**config.mk**
```make
export PLATFORM = sky130hd
export DESIGN_NAME = wb_flash_arbiter_flat
export DESIGN_NICKNAME = d
export VERILOG_FILES = /design/src/rtl/wb_flash_arbiter_pkg.sv /design/src/rtl/wb_flash_arbiter_if.sv /design/src/rtl/wb_rr_pick2.sv /design/src/rtl/wb_flash_arbiter.sv /design/src/flat_wrapper.sv
export SDC_FILE = /design/constraint.sdc
export NUM_CORES = 1
export LEC_CHECK = 0
export ABC_AREA = 1
export CAP_MARGIN = 5
export CORE_MARGIN = 3
export CORE_UTILIZATION = 41
export DETAILED_ROUTE_END_ITERATION = 12
export PLACE_DENSITY_LB_ADDON = 0.25
export SETUP_SLACK_MARGIN = 0.15
export SYNTH_ARGS = -nofsm -noshare
export SYNTH_HDL_FRONTEND = slang
export SYNTH_SLANG_ARGS = --single-unit
```
**constraint.sdc**
```tcl
create_clock -name wb_clk_i -period 2.1 [get_ports wb_clk_i]
set_input_delay 0.525 -clock wb_clk_i [delete_from_list [all_inputs] [get_ports wb_clk_i]]
set_output_delay 0.525 -clock wb_clk_i [all_outputs]
set_load 0.01 [all_outputs]
```
**src/rtl/wb_flash_arbiter_pkg.sv**
```systemverilog
// Shared types for the two-master QSPI flash arbiter: FSM states, master index, counter widths.
package flash_arb_pkg;

  typedef enum logic [1:0] {
    IDLE   = 2'd0,
    BUSY   = 2'd1,
    WACK   = 2'd2,
    LINGER = 2'd3
  } arb_state_t;

  typedef logic mst_idx_t;

  localparam int BURST_W = 8;
  localparam int HOLD_W  = 4;

  function automatic logic [1:0] idx_onehot(input mst_idx_t k);
    return k ? 2'b10 : 2'b01;
  endfunction

endpackage

```
**src/rtl/wb_flash_arbiter_if.sv**
```systemverilog
// One Wishbone link (classic, read data returned on dat); master drives the request side.
interface wb_flash_arbiter_if #(
  parameter int AW = 24,
  parameter int DW = 32
);
  logic [AW-1:0]   adr;
  logic [DW/8-1:0] sel;
  logic            we;
  logic            stb;
  logic            cyc;
  logic            ack;
  logic [DW-1:0]   dat;

  modport master (output adr, output sel, output we, output stb, output cyc,
                  input ack, input dat);
  modport slave  (input adr, input sel, input we, input stb, input cyc,
                  output ack, output dat);
endinterface

```
**src/rtl/wb_rr_pick2.sv**
```systemverilog
// Two-way round-robin picker: on a tie the master that was not served last wins.
module wb_rr_pick2
  import flash_arb_pkg::*;
(
  input  logic [1:0] req,
  input  mst_idx_t   lp,
  output logic [1:0] gnt
);

  always_comb begin
    gnt = 2'b00;
    case (req)
      2'b01:   gnt = 2'b01;
      2'b10:   gnt = 2'b10;
      2'b11:   gnt = lp ? 2'b01 : 2'b10;
      default: gnt = 2'b00;
    endcase
  end

endmodule

```
**src/rtl/wb_flash_arbiter.sv**
```systemverilog
// Round-robin arbiter sharing the read-only QSPI flash between CPU (m0) and DMA (m1),
// keeping the grant across sequential word addresses so the flash stays on its fast path.
module wb_flash_arbiter
  import flash_arb_pkg::*;
#(
  parameter int AW          = 24,
  parameter int DW          = 32,
  parameter int MAX_BURST   = 16,
  parameter int HOLD_CYCLES = 2
) (
  input  logic                wb_clk_i,
  input  logic                wb_reset_ni,
  wb_flash_arbiter_if.slave   m0,
  wb_flash_arbiter_if.slave   m1,
  wb_flash_arbiter_if.master  s,
  output logic [1:0]          grant_o,
  output logic                wr_err_o
);

  arb_state_t          state_r, state_nxt_s;
  mst_idx_t            owner_r, lp_r, win_idx_s;
  logic [AW-1:0]       adr_r, win_adr_s, own_adr_s;
  logic [DW/8-1:0]     sel_r, win_sel_s, own_sel_s;
  logic                win_we_s, own_we_s, own_req_s, oth_req_s;
  logic                seq_s, burst_max_s, take_s, relatch_s;
  logic [1:0]          req_s, gnt_s;
  logic [BURST_W-1:0]  burst_cnt_r, burst_inc_s;
  logic [HOLD_W-1:0]   hold_cnt_r;

  assign req_s = {m1.cyc & m1.stb, m0.cyc & m0.stb};

  wb_rr_pick2 u_pick (
    .req (req_s),
    .lp  (lp_r),
    .gnt (gnt_s)
  );

  always_comb begin
    win_idx_s   = gnt_s[1];
    win_adr_s   = win_idx_s ? m1.adr : m0.adr;
    win_sel_s   = win_idx_s ? m1.sel : m0.sel;
    win_we_s    = win_idx_s ? m1.we  : m0.we;
    own_adr_s   = owner_r ? m1.adr : m0.adr;
    own_sel_s   = owner_r ? m1.sel : m0.sel;
    own_we_s    = owner_r ? m1.we  : m0.we;
    own_req_s   = req_s[owner_r];
    oth_req_s   = req_s[~owner_r];
    // adr_r is the last granted address; the AW-bit add wraps 0xFFFFFF -> 0
    seq_s       = (own_adr_s == adr_r + AW'(1));
    burst_max_s = (burst_cnt_r >= BURST_W'(MAX_BURST));
    burst_inc_s = (&burst_cnt_r) ? burst_cnt_r : burst_cnt_r + BURST_W'(1);
  end

  always_ff @(posedge wb_clk_i or negedge wb_reset_ni) begin
    if (!wb_reset_ni) begin
      state_r <= IDLE;
    end else begin
      state_r <= state_nxt_s;
    end
  end

  always_comb begin
    state_nxt_s = state_r;
    take_s      = 1'b0;
    relatch_s   = 1'b0;
    case (state_r)
      IDLE: begin
        if (|gnt_s) begin
          take_s      = 1'b1;
          state_nxt_s = win_we_s ? WACK : BUSY;
        end else begin
          state_nxt_s = IDLE;
        end
      end
      BUSY:   state_nxt_s = s.ack ? LINGER : BUSY;
      WACK:   state_nxt_s = IDLE;
      LINGER: begin
        if (own_req_s && !own_we_s && seq_s && !burst_max_s) begin
          relatch_s   = 1'b1;
          state_nxt_s = BUSY;
        end else if (oth_req_s && (burst_max_s || !own_req_s)) begin
          state_nxt_s = IDLE;
        end else if (own_req_s && (!seq_s || own_we_s)) begin
          state_nxt_s = IDLE;
        end else if (hold_cnt_r == HOLD_W'(1)) begin
          state_nxt_s = IDLE;
        end else begin
          state_nxt_s = LINGER;
        end
      end
      default: state_nxt_s = IDLE;
    endcase
  end

  // Latched slave request, ownership and burst accounting
  always_ff @(posedge wb_clk_i or negedge wb_reset_ni) begin
    if (!wb_reset_ni) begin
      owner_r     <= 1'b0;
      lp_r        <= 1'b1;
      adr_r       <= '0;
      sel_r       <= '0;
      burst_cnt_r <= '0;
    end else if (take_s) begin
      owner_r <= win_idx_s;
      lp_r    <= win_idx_s;
      adr_r   <= win_adr_s;
      sel_r   <= win_sel_s;
      if (!win_we_s) begin
        burst_cnt_r <= (win_idx_s != owner_r) ? BURST_W'(1) : burst_inc_s;
      end else begin
        burst_cnt_r <= burst_cnt_r;
      end
    end else if (relatch_s) begin
      adr_r       <= own_adr_s;
      sel_r       <= own_sel_s;
      burst_cnt_r <= burst_inc_s;
    end else begin
      adr_r       <= adr_r;
      sel_r       <= sel_r;
      burst_cnt_r <= burst_cnt_r;
    end
  end

  always_ff @(posedge wb_clk_i or negedge wb_reset_ni) begin
    if (!wb_reset_ni) begin
      hold_cnt_r <= '0;
    end else if (state_r == BUSY && s.ack) begin
      hold_cnt_r <= HOLD_W'(HOLD_CYCLES);
    end else if (state_r == LINGER && state_nxt_s == LINGER) begin
      hold_cnt_r <= hold_cnt_r - HOLD_W'(1);
    end else begin
      hold_cnt_r <= hold_cnt_r;
    end
  end

  // Ack is passed through in the same cycle; an ack for a master that dropped cyc is swallowed
  always_comb begin
    s.adr    = adr_r;
    s.sel    = sel_r;
    s.we     = 1'b0;
    s.stb    = (state_r == BUSY);
    s.cyc    = (state_r == BUSY);
    m0.dat   = s.dat;
    m1.dat   = s.dat;
    grant_o  = (state_r != IDLE) ? idx_onehot(owner_r) : 2'b00;
    wr_err_o = (state_r == WACK);
    m0.ack   = 1'b0;
    m1.ack   = 1'b0;
    case (state_r)
      BUSY: begin
        m0.ack = s.ack & m0.cyc & ~owner_r;
        m1.ack = s.ack & m1.cyc & owner_r;
      end
      WACK: begin
        m0.ack = ~owner_r;
        m1.ack = owner_r;
      end
      default: begin
        m0.ack = 1'b0;
        m1.ack = 1'b0;
      end
    endcase
  end

endmodule

```
**src/flat_wrapper.sv**
```systemverilog
// flat-port wrapper written by rule: the top's interface ports become plain ports
module wb_flash_arbiter_flat import flash_arb_pkg::*;
#(
  parameter int AW          = 24,
  parameter int DW          = 32,
  parameter int MAX_BURST   = 16,
  parameter int HOLD_CYCLES = 2
)
  (wb_clk_i, wb_reset_ni, grant_o, wr_err_o, m0_adr, m0_sel, m0_we, m0_stb, m0_cyc, m0_ack, m0_dat, m1_adr, m1_sel, m1_we, m1_stb, m1_cyc, m1_ack, m1_dat, s_adr, s_sel, s_we, s_stb, s_cyc, s_ack, s_dat);
  wb_flash_arbiter_if #(.AW(AW), .DW(DW)) m0_i ();
  wb_flash_arbiter_if #(.AW(AW), .DW(DW)) m1_i ();
  wb_flash_arbiter_if #(.AW(AW), .DW(DW)) s_i ();
  input  logic wb_clk_i;
  input  logic wb_reset_ni;
  output logic [1:0] grant_o;
  output logic wr_err_o;
  input wire logic [$bits(m0_i.adr)-1:0] m0_adr;
  input wire logic [$bits(m0_i.sel)-1:0] m0_sel;
  input wire logic [$bits(m0_i.we)-1:0] m0_we;
  input wire logic [$bits(m0_i.stb)-1:0] m0_stb;
  input wire logic [$bits(m0_i.cyc)-1:0] m0_cyc;
  output wire logic [$bits(m0_i.ack)-1:0] m0_ack;
  output wire logic [$bits(m0_i.dat)-1:0] m0_dat;
  input wire logic [$bits(m1_i.adr)-1:0] m1_adr;
  input wire logic [$bits(m1_i.sel)-1:0] m1_sel;
  input wire logic [$bits(m1_i.we)-1:0] m1_we;
  input wire logic [$bits(m1_i.stb)-1:0] m1_stb;
  input wire logic [$bits(m1_i.cyc)-1:0] m1_cyc;
  output wire logic [$bits(m1_i.ack)-1:0] m1_ack;
  output wire logic [$bits(m1_i.dat)-1:0] m1_dat;
  output wire logic [$bits(s_i.adr)-1:0] s_adr;
  output wire logic [$bits(s_i.sel)-1:0] s_sel;
  output wire logic [$bits(s_i.we)-1:0] s_we;
  output wire logic [$bits(s_i.stb)-1:0] s_stb;
  output wire logic [$bits(s_i.cyc)-1:0] s_cyc;
  input wire logic [$bits(s_i.ack)-1:0] s_ack;
  input wire logic [$bits(s_i.dat)-1:0] s_dat;
  assign m0_i.adr = m0_adr;
  assign m0_i.sel = m0_sel;
  assign m0_i.we = m0_we;
  assign m0_i.stb = m0_stb;
  assign m0_i.cyc = m0_cyc;
  assign m0_ack = m0_i.ack;
  assign m0_dat = m0_i.dat;
  assign m1_i.adr = m1_adr;
  assign m1_i.sel = m1_sel;
  assign m1_i.we = m1_we;
  assign m1_i.stb = m1_stb;
  assign m1_i.cyc = m1_cyc;
  assign m1_ack = m1_i.ack;
  assign m1_dat = m1_i.dat;
  assign s_adr = s_i.adr;
  assign s_sel = s_i.sel;
  assign s_we = s_i.we;
  assign s_stb = s_i.stb;
  assign s_cyc = s_i.cyc;
  assign s_i.ack = s_ack;
  assign s_i.dat = s_dat;
  wb_flash_arbiter #(.AW(AW), .DW(DW), .MAX_BURST(MAX_BURST), .HOLD_CYCLES(HOLD_CYCLES)) u_core (.wb_clk_i(wb_clk_i), .wb_reset_ni(wb_reset_ni), .m0(m0_i), .m1(m1_i), .s(s_i), .grant_o(grant_o), .wr_err_o(wr_err_o));
endmodule
```
==> results.json, run 1 <==
{
  "final_cells": 1143,
  "worstMarginPinSlew_ns": 0.553,
  "first_pass_iters": 7,
  "crit_type": "flop to flop",
  "worst-path-max-fanout": 4,
  "grt_first_pass_wirelength_microns": 25900,
  "cts_hold_buf": 0,
  "ys_warn_count": 0,
  "p_leak_nw": 3.69,
  "netlist.area_leader.share_pct": 21.7,
  "die_w_microns": 117,
  "regArea_sq_mm": 0.00111,
  "io_pins": 197,
  "path_clk_slew_ns": 0.08,
  "nNetsFinal": 1105,
  "final_common_cell": "nand2_1",
  "grt_overflow": 0,
  "cp.arrival_ns": 2.75,
  "timing.slew.headroom_pct": 63.1,
  "syn_area_sq_mm": 0.00502,
  "fin_total_pwr_mw": 9.23,
  "r2r_cells": 19,
  "ys_ff_latch": 44,
  "slew_viol_final": 0,
  "synth_top_area_cell": "nand2_1",
  "grt_pass1_vias": 5437,
  "htree_levels": 2,
  "cts_tree": "yes",
  "hold_violations": 0,
  "vias_per_cell": 5.06,
  "avgSynthCellArea_sq_um": 6.01,
  "postLayoutCellArea_sq_mm": 0.00723,
  "cp-start-kind": "flop",
  "numCtsBuffers": 5,
  "async_flop_share_pct": 100,
  "placed_cells": 1122,
  "drt-initial-drc-count": 360,
  "worstSkewPairLatency_ns": 0.30,
  "fillers": 1061,
  "hold_ws_ns": 0.201,
  "post-dp-hpwl_microns": 12500,
  "fp.dieH_microns": 117,
  "root_buffer": "clkbuf_16",
  "wl_per_cell_microns": 14.2,
  "seq_area_frac_synth_pct": 22.0,
  "track_usage_pct": 23.8,
  "drc": 0,
  "clock-sinks": 44,
  "critPathRequiredTime_ns": 2.32,
  "ys_types": 42,
  "synth_fp_nets": 940,
  "drive_above_1_share_pct": 24.3,
  "layout_setup_ws_ns": -0.433,
  "drv_cap": 0,
  "ir_drop_uv": 616,
  "synth_cells": 834,
  "drt_wl_total_microns": 16200,
  "power_density_mw_per_mm2": 1280,
  "dieArea_sq_mm": 0.0136,
  "fin_skew_ns": 0.0117,
  "dpl_cell_area_sq_mm": 0.00666,
  "synth_top_cells_by_area": "nand2_1, dfrtp_1, buf_4",
  "num_rows": 39,
  "multi_input_area_sq_mm": 0.00317,
  "synthFlopType": "dfrtp_1",
  "diodes": 0,
  "antenna_found_initial": 0,
  "grt_max_degree": 25,
  "cts_max_path_buffers": 2,
  "period_minus_slack_ns": 2.53,
  "hold_class": "primary input to asynchronous set/reset pin",
  "max_freq_ghz": 0.395,
  "synth_edf_count": 0,
  "end_kind": "flop",
  "fin_tns_setup_ns": -15.62,
  "ant_nets": 0,
  "outcome": "finished with violations",
  "area_growth_pct": 44.2,
  "rsz0062_at_grt": "yes",
  "dr_total_vias": 5785,
  "core_sq_mm": 0.0117,
  "initial_core_util_pct": 43.0,
  "violations": "negative setup slack",
  "io_buffers": 99,
  "most-common-layout-cells": "nand2_1, buf_4, inv_1",
  "setup_viol": 42,
  "gp_congestion": 0.937,
  "period_share_pct": 121
}
==> sequential cells by signal, summed over array words and instances, names as in the netlist <==
register and cells:
u_core.hold_cnt_r 4, u_core.state_r 2, u_core.lp_r 1, u_core.s.adr 24
u_core.burst_cnt_r 8, u_core.s.sel 4, u_core.owner_r 1
==> cells by family after synthesis <==
kind of cell / after synthesis / synth area share (%)
compound gates: 101 / 12.9
fa+ha+maj: 9 / 2.24
simple gates: 470 / 39.8
buf+inv: 193 / 20.2
flops: 44 / 22.0
xor+xnor: 14 / 2.44
other cells: 1 / 0.0748
mux: 2 / 0.399
==> critical path, stage by stage, from the launching register on <==
cell     delay (ns)
dfrtp_2        0.44
ha_4           0.18
buf_4          0.15
nor2_1         0.08
nor2_1         0.05
nand2_1        0.07
nand2_1        0.06
nor2_2         0.11
nand2_1        0.08
nor2_2         0.16
nand3_2        0.09
nor2_2         0.12
nand3_2        0.11
nor2_4         0.16
nand2_4        0.09
buf_4          0.14
buf_4          0.12
nand2_1        0.07
o21ai_1        0.06
o21ai_1        0.09
==> Yosys cell counts (4+ instances only) <==
cell type    n
nor2_2       6
inv_1      101
nor2_1      69
ha_1         9
buf_4       70
buf_2        7
a21oi_1     16
nand3_1     66
nor2_4       4
nand2_2      5
o21ai_1      4
o221ai_1    17
o21ai_0     47
nand2_1    290
dfrtp_1     43
xor2_1      11
o221ai_2     4
nand3b_1     5
nand4_1     13
nor3_1       4
clkbuf_1    10
==> layout make-up <==
| cell class | count | area share, % |
|---|---|---|
| well taps | 143 | 2.47 |
| multi-input cells | 598 | 43.8 |
| clock inverters | 2 | 0.536 |
| repair buffers | 244 | 30.0 |
| inverters | 105 | 5.80 |
| flip-flops and latches | 44 | 15.3 |
| clock buffers | 6 | 1.92 |
| repair inverters | 1 | 0.121 |
==> stage by stage <==
step / util, % / setup WS (ns)
after CTS: 61.0 / -0.386
after floorplan: - / -0.221
after global placement: 57.1 / -0.696
after detailed placement: 57.1 / -0.747
after global routing: 62.0 / -0.610
final: 62.0 / -0.433
==> layer usage <==
| metal | GRT usage [%] | vias to the layer above | part of all wire (%) |
|---|---|---|---|
| met2 | 41.4 | 189 | 49 |
| met3 | 3.47 | 23 | 6.0 |
| met1 | 31.3 | 2641 | 43 |
| met4 | 5.12 | 0 | 1.5 |
| met5 | 0 | - | 0 |
| li1 | - | 2932 | - |
==> repair_timing <==
action / in CTS / in global routing
resized for setup: 74 / 30
gates cloned: 2 / 0
setup endpoints to repair: 50 / 48
setup buffers: 6 / 5
pin swaps: 13 / 24
==> report_power, final <==
group / switching (mW) / internal (mW) / total [mW]
combinational: 3.39 / 3.20 / 6.60
sequential: 0.409 / 1.25 / 1.66
clock: 0.373 / 0.597 / 0.970
total: 4.17 / 5.05 / 9.23
==> worst paths after layout <==
kind,startpoint,endpoint,slack (ns)
worst max register to register,u_core.s.adr[1]$_DFFE_PN0P_,u_core.state_r[0]$_DFF_PN0_,-0.43
worst min register to register,u_core.lp_r$_DFFE_PN1P_,u_core.lp_r$_DFFE_PN1P_,0.47
worst max-delay path,u_core.s.adr[1]$_DFFE_PN0P_,u_core.state_r[0]$_DFF_PN0_,-0.43
worst min-delay path,wb_reset_ni,u_core.s.adr[14]$_DFFE_PN0P_,0.20
min in group wb_clk_i,u_core.lp_r$_DFFE_PN1P_,u_core.lp_r$_DFFE_PN1P_,0.47
max in group asynchronous,wb_reset_ni,u_core.lp_r$_DFFE_PN1P_,1.30
No activity file was read; power rests on OpenSTA's default activity.
==> inputs of run 2 (changes only) <==
--- a/config.mk
+++ b/config.mk
@@ -15,3 +15,4 @@
 export SYNTH_ARGS = -nofsm -noshare
 export SYNTH_HDL_FRONTEND = slang
 export SYNTH_SLANG_ARGS = --single-unit
+export TNS_END_PERCENT = 20
==> run 2 against run 1 <==
The run still ends with negative setup slack left. Highest routed layer unchanged. Core utilization is 0.054 points higher. Total power shrank 0.91%. Sequential power about the same. Global-route usage fell by 0.11 points.
==> results.json, run 2 (synthesized netlist as in run 1, its figures left out) <==
{
  "outcome": "finished with violations",
  "violations": "negative setup slack",
  "setup_viol": 42,
  "hold_class": "primary input to asynchronous set/reset pin",
  "die_w_microns": 117,
  "num_rows": 39,
  "critPathMostFrequentCell": "nand2_1",
  "postLayoutCellArea_sq_mm": 0.00724,
  "dpl_cell_area_sq_mm": 0.00658,
  "cp-start-kind": "primary input",
  "ir_drop_uv": 547,
  "first_pass_iters": 5,
  "antenna_found_initial": 0,
  "internal_power_mw": 4.95,
  "fin_tns_setup_ns": -13.70,
  "end_kind": "flop",
  "gp_congestion": 0.933,
  "diodes": 0,
  "fp.dieH_microns": 117,
  "fin_skew_ns": 0.00611,
  "cp.arrival_ns": 2.68,
  "drt-initial-drc-count": 357,
  "hold_ws_ns": 0.171,
  "fillers": 1068,
  "crit_buf_inv": 2,
  "dr_total_vias": 5755,
  "initial_core_util_pct": 43.0,
  "root_buffer": "clkbuf_16",
  "crit_slowest_cell": "clkdlybuf4s50_1",
  "clock-sinks": 44,
  "grt_first_pass_wirelength_microns": 25800,
  "area_growth_pct": 44.3,
  "core_sq_mm": 0.0117,
  "p_sw_share_pct": 45.9,
  "max_freq_ghz": 0.400,
  "rsz0062_at_grt": "yes",
  "io_buffers": 99,
  "drv_cap": 0,
  "placed_cells": 1112,
  "nNetsFinal": 1100,
  "cts_hold_buf": 0,
  "worstSkewPairLatency_ns": 0.29,
  "path_clk_slew_ns": 0.07,
  "largest_register_ffs": 24,
  "final_cells": 1138,
  "track_usage_pct": 23.6,
  "ant_nets": 0,
  "grt_pass1_vias": 5309,
  "power_density_mw_per_mm2": 1260,
  "clock_power_share_pct": 10.6,
  "switching_power_mw": 4.19,
  "critPathRequiredTime_ns": 2.28,
  "grt_overflow": 0,
  "period_minus_slack_ns": 2.50,
  "drt_wl_total_microns": 16300,
  "p_leak_nw": 3.66,
  "cts_tree": "yes",
  "most-common-layout-cells": "nand2_1, buf_4, inv_1",
  "timing.slew.headroom_pct": 60.4,
  "critPathTopFamily": "simple AND/OR/NAND/NOR gates",
  "layout_setup_ws_ns": -0.400,
  "drc": 0,
  "period_share_pct": 119,
  "final_core_util_pct": 62.1,
  "post-dp-hpwl_microns": 12400,
  "io_pins": 197,
  "worst-path-max-fanout": 5,
  "p_comb_share_pct": 71.3,
  "grt_max_degree": 25,
  "power_frac_seq_pct": 18.1,
  "dieArea_sq_mm": 0.0136,
  "cts_max_path_buffers": 2,
  "hold_violations": 0,
  "crit_type": "primary input to flop",
  "numCtsBuffers": 5,
  "drive_above_1_share_pct": 25.6,
  "htree_levels": 2,
  "fin_total_pwr_mw": 9.14,
  "max_stage_delay_ns": 0.46,
  "slew_viol_final": 0,
  "final_common_cell": "nand2_1",
  "dpl_worst_slack_ns": -0.799,
  "vias_per_cell": 5.06,
  "wl_per_cell_microns": 14.3,
  "worstMarginPinSlew_ns": 0.589,
  "cp_cell_sequence": "clkdlybuf4s50_1 > nand2_1 > nand2_1 > nand2_1 > nand2_1 > nor2_1 > nand2_1 > nor2_2 > nand3_1 > nor2_2 > nand3_2 > buf_4 > nand2_2 > nand3_4 > nand2_4 > nand3_4 > nand2_1 > nand3_1"
}
==> run 2: power groups by stage <==
stage	clock (mW)	sequential [mW]	combinational [mW]
after floorplan	0	1.75	3.08
after global routing	1.02	1.71	7.17
final	0.967	1.65	6.52
after detailed placement	0	1.64	5.91
after global placement	0	1.64	5.87
after CTS	0.979	1.64	6.10
==> run 2: per-layer routing <==
layer	up-vias	track usage [%]	routed length [microns]
met3	25	3.99	932
met4	0	6.12	265
met1	2640	32.1	7250
met2	169	39.2	7840
met5	-	0	0
li1	2921	-	-
==> run 2: area by class of cell <==
type                            count  area [sq um]  share of cell area (%)
Clock buffer                        6           139                    1.92
Clock inverter                      2          38.8                   0.536
Inverter                          105           412                    5.69
Multi-Input combinational cell    598          3220                    44.6
Sequential cell                    44          1110                    15.3
Tap cell                          143           179                    2.47
Timing Repair Buffer              239          2130                    29.5
Timing Repair inverter              1          5.00                  0.0692
==> run 2: worst paths after layout <==
path,start,to,slack [ns],cells past startpoint
worst max-delay path,m1_adr[0],u_core.hold_cnt_r[1]$_DFFE_PN0P_,-0.40,18
worst min-delay path,wb_reset_ni,u_core.s.adr[3]$_DFFE_PN0P_,0.17,1
worst max register to register,u_core.s.adr[0]$_DFFE_PN0P_,u_core.hold_cnt_r[1]$_DFFE_PN0P_,-0.38,19
worst min register to register,u_core.lp_r$_DFFE_PN1P_,u_core.lp_r$_DFFE_PN1P_,0.48,2
max in group asynchronous,wb_reset_ni,u_core.lp_r$_DFFE_PN1P_,1.35,2
min in group wb_clk_i,u_core.lp_r$_DFFE_PN1P_,u_core.lp_r$_DFFE_PN1P_,0.48,2
==> run 2: timing repair <==
action | in CTS | in global routing
gates cloned | 2 | 0
setup endpoints to repair | 51 | 50
pin swaps | 27 | 33
resized for setup | 58 | 74
setup buffers | 7 | 9
==> inputs of run 3 (changes only) <==
--- a/config.mk
+++ b/config.mk
@@ -9,6 +9,7 @@
 export CAP_MARGIN = 5
 export CORE_MARGIN = 3
 export CORE_UTILIZATION = 41
+export CTS_CLUSTER_SIZE = 20
 export DETAILED_ROUTE_END_ITERATION = 12
 export PLACE_DENSITY_LB_ADDON = 0.25
 export SETUP_SLACK_MARGIN = 0.15
==> results of run 3 <==
Final layout, timing and power as in run 2 (identical DEF).
